## src/rtl/ab_mon_pkg.sv

```systemverilog
// ab_mon_pkg: shared state constants, detector states and defaults for ab_trace_monitor
package ab_mon_pkg;
  localparam logic [1:0] S00 = 2'b00;
  localparam logic [1:0] S01 = 2'b01;
  localparam logic [1:0] S11 = 2'b11;
  localparam logic [1:0] S10 = 2'b10;
  localparam int DEF_CNT_W = 8;
  localparam int DEF_HIST_DEPTH = 4;
  typedef enum logic [1:0] {IDLE, G00, G01, G11} det_e;
endpackage

```

## src/rtl/ab_trace_monitor_sat_counter.sv

```systemverilog
// sat_counter: saturating up-counter with synchronous clear
module sat_counter #(
  parameter int W = 8
) (
  input  logic         clk,
  input  logic         clear,
  input  logic         inc,
  output logic [W-1:0] cnt
);
  logic [W-1:0] cnt_q, cnt_d;
  always_comb cnt_d = (inc && cnt_q != '1) ? cnt_q + 1'b1 : cnt_q;
  always_ff @(posedge clk) begin
    if (clear) cnt_q <= '0;
    else cnt_q <= cnt_d;
  end
  assign cnt = cnt_q;
endmodule

```

## src/rtl/ab_trace_monitor.sv

```systemverilog
// ab_trace_monitor: dwell/transition counters, state history and Gray-walk detector on {A,B}
module ab_trace_monitor
  import ab_mon_pkg::*;
#(
  parameter int CNT_W      = DEF_CNT_W,
  parameter int HIST_DEPTH = DEF_HIST_DEPTH
) (
  input  logic                    clk,
  input  logic                    clear,
  input  logic                    A,
  input  logic                    B,
  input  logic                    valid,
  input  logic [1:0]              sel,
  output logic [1:0]              cur_state,
  output logic [CNT_W-1:0]        dwell_cnt,
  output logic [CNT_W-1:0]        trans_cnt,
  output logic [2*HIST_DEPTH-1:0] hist,
  output logic                    seq_hit
);
  logic [1:0] s, cur_q, cur_d;
  logic seen_q, seen_d, hit_q, hit_d, first, chg, eval;
  logic [2*HIST_DEPTH-1:0] hist_q, hist_d;
  logic [CNT_W-1:0] dwell [4];
  det_e det_q, det_d;
  assign s = {A, B};
  assign first = valid && !seen_q;
  assign chg = valid && seen_q && s != cur_q;
  assign eval = first || chg;
  // any 00 restarts the walk, so every non-advancing step falls back to G00 or IDLE
  always_comb begin
    hit_d = eval && det_q == G11 && s == S10;
    det_d = !eval ? det_q :
            hit_d ? IDLE :
            (det_q == G00 && s == S01) ? G01 :
            (det_q == G01 && s == S11) ? G11 :
            (s == S00) ? G00 : IDLE;
    cur_d = eval ? s : cur_q;
    seen_d = seen_q || valid;
    hist_d = chg ? {hist_q[2*HIST_DEPTH-3:0], s} : hist_q;
  end
  always_ff @(posedge clk) begin
    if (clear) begin
      cur_q <= S00;
      seen_q <= 1'b0;
      hit_q <= 1'b0;
      hist_q <= '0;
      det_q <= IDLE;
    end else begin
      cur_q <= cur_d;
      seen_q <= seen_d;
      hit_q <= hit_d;
      hist_q <= hist_d;
      det_q <= det_d;
    end
  end
  for (genvar i = 0; i < 4; i++) begin : g_dwell
    sat_counter #(.W(CNT_W)) u_dwell (
      .clk(clk), .clear(clear), .inc(valid && s == 2'(i)), .cnt(dwell[i])
    );
  end
  sat_counter #(.W(CNT_W)) u_trans (
    .clk(clk), .clear(clear), .inc(chg), .cnt(trans_cnt)
  );
  assign cur_state = cur_q;
  assign dwell_cnt = dwell[sel];
  assign hist = hist_q;
  assign seq_hit = hit_q;
endmodule
```

## config.mk

```make
export PLATFORM = sky130hd
export DESIGN_NAME = ab_trace_monitor
export DESIGN_NICKNAME = d
export VERILOG_FILES = /design/src/rtl/ab_mon_pkg.sv /design/src/rtl/ab_trace_monitor_sat_counter.sv /design/src/rtl/ab_trace_monitor.sv
export SDC_FILE = /design/constraint.sdc
export NUM_CORES = 1
export LEC_CHECK = 0
export CAP_MARGIN = 5
export CORE_ASPECT_RATIO = 1.2
export CORE_MARGIN = 2
export CORE_UTILIZATION = 55
export CTS_CLUSTER_SIZE = 12
export DETAILED_ROUTE_END_ITERATION = 10
export PLACE_DENSITY = 0.82
export SLEW_MARGIN = 20
export SYNTH_ARGS = -nofsm -noshare
export SYNTH_HDL_FRONTEND = slang
export SYNTH_HIERARCHICAL = 1
export SYNTH_SLANG_ARGS = --single-unit
```

## constraint.sdc

```tcl
create_clock -name clk -period 1.9 [get_ports clk]
set_input_delay 0.285 -clock clk [delete_from_list [all_inputs] [get_ports clk]]
set_output_delay 0.285 -clock clk [all_outputs]
set_load 0.005 [all_outputs]
```

* Word level (Yosys, flattened, before mapping)
Index checks and enable logic that the tools add are counted.
** Operators by class
- $add $sub $neg :: 5
- $mul :: 0
- Div/mod/pow operators :: 0
- $lt $le $gt $ge :: 1
- Equal/unequal tests :: 12
- Shifts and indexed selects :: 0
- Muxes and demuxes :: 7
- Bitwise operators :: 1
- Reductions and logical operators :: 20
** Operator list (count)
- $add 8x1->8 const B :: 5
- $ne 8x8->1 const B :: 5
- $bmux 8 s2 :: 1
- $logic_and 1x1->1 :: 16
- $mux 8 :: 2
- $eq 2x2->1 const B :: 4
- $mux 2 :: 3
- $eq 2x1->1 const B :: 2
- $ge 3x3->1 const B :: 1
- $not 2->3 :: 1
- $logic_not 2->1 :: 1
- $logic_or 1x1->1 :: 2
- $ne 2x2->1 :: 1
- $logic_not 1->1 :: 1
- $mux 1 :: 1
** Storage, ports and cells
- Bits in registers :: 54
- Latch bits :: 0
- RAM bits :: 0
- Bits in read-only memories :: 0
- Input port bits :: 7
- Output and inout bits :: 27
- Logic and storage cells :: 56
- Memories kept :: 0

* Depth between registers and ports, before layout
- Depth in word-level cells :: 6
- Mapped depth :: 6
- Gate-level depth less buffers :: 5

* Hierarchy
The synthesis kept the hierarchy.
** By module, submodules not included
- sat_counter :: instances 5, cells an instance 46, area an instance 430.4 µm², seq. area each 160.2 µm²
- ab_trace_monitor :: instances 1, cells an instance 72, area an instance 763.2 µm², seq. area each 280.3 µm²

* Worst setup path after synthesis
OpenSTA, ideal clock, no wires.
- Path type :: input port to flip-flop
- From :: input A
- To :: register g_dwell[2].u_dwell.cnt_q[3]
- Setup time :: 0.069 ns
- Data arrival time :: 1.630 ns
- Data required time :: 1.831 ns
- Slack :: 0.202 ns
- Stages :: 5
- Buffers on the path :: 1
- Path through :: clkbuf_1 nor3b_1 nand4_1 or3_2 o21ai_1
** On the way
- Cells in the longest elaborated chain, start to end :: 3
** RTL lines
- from (decl) :: line ab_trace_monitor.sv:10 : input logic A,
- $eq 2x2->1 :: line ab_trace_monitor.sv:58 : .clk(clk), .clear(clear), .inc(valid && s == 2'(i)), .cnt(dwell[i])
- $logic_and 1x1->1 :: line ab_trace_monitor.sv:58
- $logic_and 1x1->1 :: line ab_trace_monitor_sat_counter.sv:11 : always_comb cnt_d = (inc && cnt_q != '1) ? cnt_q + 1'b1 : cnt_q;
- to (signal assigned) :: line ab_trace_monitor_sat_counter.sv:14 : else cnt_q <= cnt_d;
- to (decl) :: line ab_trace_monitor_sat_counter.sv:10 : logic [W-1:0] cnt_q, cnt_d;
No other way between the ends.
A chain may end at the register's enable or synchronous reset.

* Final worst setup path
- From :: input sel[0]
- To :: output dwell_cnt[0]
** On the way
- Cells in the longest elaborated chain, start to end :: 4
** RTL lines
- from (decl) :: line ab_trace_monitor.sv:13 : input logic [1:0] sel,
- $not 2->3 (not written as such) :: line ab_trace_monitor.sv:65 : assign dwell_cnt = dwell[sel];
- $bmux 8 s2 :: line ab_trace_monitor.sv:65
- $mux 8 (not written as such) (2 in series) :: line ab_trace_monitor.sv:65
- to (decl) :: line ab_trace_monitor.sv:15 : output logic [CNT_W-1:0] dwell_cnt,
No other way between the ends. The select of a mux whose other input is x is not followed.

==> flow_summary.json <==
{
  "crit_chain": "dlygate4sd2_1 -> buf_12 -> buf_4 -> mux4_2 -> dlygate4sd2_1",
  "synth_edf_count": 0,
  "htreeDepth": 2,
  "post-route-min-period_ns": 1.82,
  "worst_slew_pin_slew_ns": 0.658,
  "path_buf_inv": 4,
  "setup_slack_ns": 0.0820,
  "vias": 2644,
  "antenna_found_initial": 0,
  "hold_buffers": 0,
  "grt_pass1_wl_um": 11200,
  "path_max_fanout": 3,
  "critPathTopFamily": "buffers and inverters",
  "num_antenna_cells": 0,
  "placed_area_um2": 3490,
  "cp.arrival_ns": 1.53,
  "finalSetupViolations": 0,
  "gp_congestion": 0.906,
  "grt_max_degree": 38,
  "postSynthCellCount": 302,
  "drtAntennaViolNets": 0,
  "top_layer_used": "met4",
  "crit_path_top_delay_cell": "mux4_2",
  "powerDensity_nw_per_um2": 568,
  "async_flop_share_pct": 0,
  "slew_headroom_pct": 56.1,
  "synth_area_um2": 2920,
  "dr.pass1.iters": 5,
  "avgSynthCellArea_um2": 9.65,
  "fin_setup_tns_ns": 0,
  "numCtsBuffers": 5,
  "crit_path_start_kind": "input port",
  "coreArea_um2": 5190,
  "ys_warn_count": 6,
  "status": "completed",
  "required_ns": 1.62,
  "grt_setup_unrepaired": "no",
  "dp_hpwl_um": 4890,
  "clock_latency_ns": 0.31,
  "layout_common_cells": "dfxtp_1, buf_4, nand2_1",
  "area_delta_synth_final_pct": 24.2,
  "hold_viol_final": 0,
  "die_area_um2": 5900,
  "report.final.slew_viol_count": 0,
  "post-place-ws_ns": -0.335,
  "cap_violations": 0,
  "grt_pass1_vias": 2529,
  "initial_core_util_pct": 56.2,
  "cts_root_buf": "clkbuf_8",
  "m1WireLength_um": 2810,
  "dr_wl_met2_um": 3460,
  "die_x_um": 70.5,
  "skew_ns": 0.00471,
  "drc_errors": 0,
  "clk_path_buf_depth": 2,
  "numClockSinks": 54,
  "routedWlPerCell_um": 15.7,
  "fin_crit_sh_pct": 95.7,
  "die_h_um": 83.8,
  "finalNetCount": 377,
  "grt_overflow": 0,
  "via_per_inst": 6.18,
  "p_leak_nw": 1.37,
  "hold_path.class": "in2reg",
  "syn-num-nets": 314,
  "ys.flop_type": "dfxtp_1",
  "cts_tree": "built",
  "drive_above_1_share_pct": 21.3,
  "synth.yosys.seq_area_share_pct": 37.1,
  "stdcell_area_um2": 3620,
  "ir_worst_vdd_v": 0.000404,
  "clk_pin_slew_worst_paths_ns": 0.10,
  "grt.total_usage_pct": 23.1,
  "cpMostUsedCell": "dlygate4sd2_1",
  "ys_seq_elements": 54,
  "nFillCells": 392,
  "drt-total-wl_um": 6740,
  "final_common_cell": "dfxtp_1",
  "first_iter_violations": 186,
  "end_kind": "primary output",
  "worstSetupPathType": "in2out",
  "yosys.cell_types.count": 36,
  "dr_wl_met3_um": 310,
  "ioPinCount": 34,
  "io_buffers": 33,
  "rows": 29,
  "max_freq_mhz": 550,
  "cpPeakStageDelay_ns": 0.49
}
[power by group]
group	internal [mW]	switching [mW]	leakage, nW
logic	0.118	0.0933	0.891
registers	1.15	0.0186	0.436
clock network	0.294	0.387	0.0472
total	1.56	0.499	1.37
[what timing repair did]
action | CTS | global route
gates resized for setup | 10 | 2
setup endpoints to repair | 9 | 4
buffers inserted | 1 | 2
[through the flow]
step | total power [mW] | hold slack (ns) | instances | utilization [%]
finish | 2.06 | 0.491 | 428 | 69.8
global route | 2.13 | 0.512 | 428 | 69.8
CTS | 2.06 | 0.481 | 426 | 69.1
detailed placement | 1.40 | 0.483 | 417 | 67.3
global placement | 1.39 | 0.471 | 417 | 67.3
floorplan | 1.29 | 0.354 | 302 | -
[final timing paths]
path | startpoint | to | slack (ns) | cells past startpoint
max reg2reg | cur_state[1] | u_trans/cnt[3] | 0.38 | 6
min reg2reg | seen_q | seen_q | 0.50 | 2
min | clear | hist[7] | 0.49 | 2
max | sel[0] | dwell_cnt[0] | 0.08 | 5
[cell usage after synthesis (6+ instances only)]
cell | instances | area [um^2]
a211oi_1 | 10 | 75.1
a21oi_1 | 27 | 135
and4_1 | 10 | 87.6
dfxtp_1 | 54 | 1080
mux2i_1 | 16 | 160
mux4_2 | 8 | 180
nand2_1 | 28 | 105
nand3_1 | 10 | 50.1
nand4_1 | 10 | 62.6
nor2_1 | 20 | 75.1
nor3_1 | 12 | 60.1
o21ai_1 | 6 | 30.0
o21bai_1 | 10 | 75.1
[state kept, by name, indices dropped and copies added (netlist names)]
signal,flops
g_dwell.u_dwell/cnt,32
hist,8
u_trans/cnt,8
cur_state,2
det_q,2
seen_q,1
seq_hit,1
[layout make-up]
class	count	area [um^2]	share of cell area [%]
tap	62	77.6	2.14
inverter	6	22.5	0.622
timing repair buffer	67	608	16.8
sequential	54	1080	29.9
clock buffer	6	82.6	2.28
clock inverter	2	12.5	0.346
multi-input combinational	231	1740	48.0
[per-layer routing]
metal,GRT usage (%),up-vias
met4,11.4,0
met1,27.5,1273
met2,39.6,75
met3,4.23,16
li1,-,1280
met5,0,-
[cell families after synthesis]
group / after synthesis / synth area share (%)
compound gates: 80 / 20.1
xor+xnor: 2 / 0.601
fa+ha+maj: 5 / 2.15
buf+inv: 17 / 3.56
flops: 54 / 37.1
mux: 29 / 14.2
simple gates: 115 / 22.3
Power figures use the tool's default switching activity.
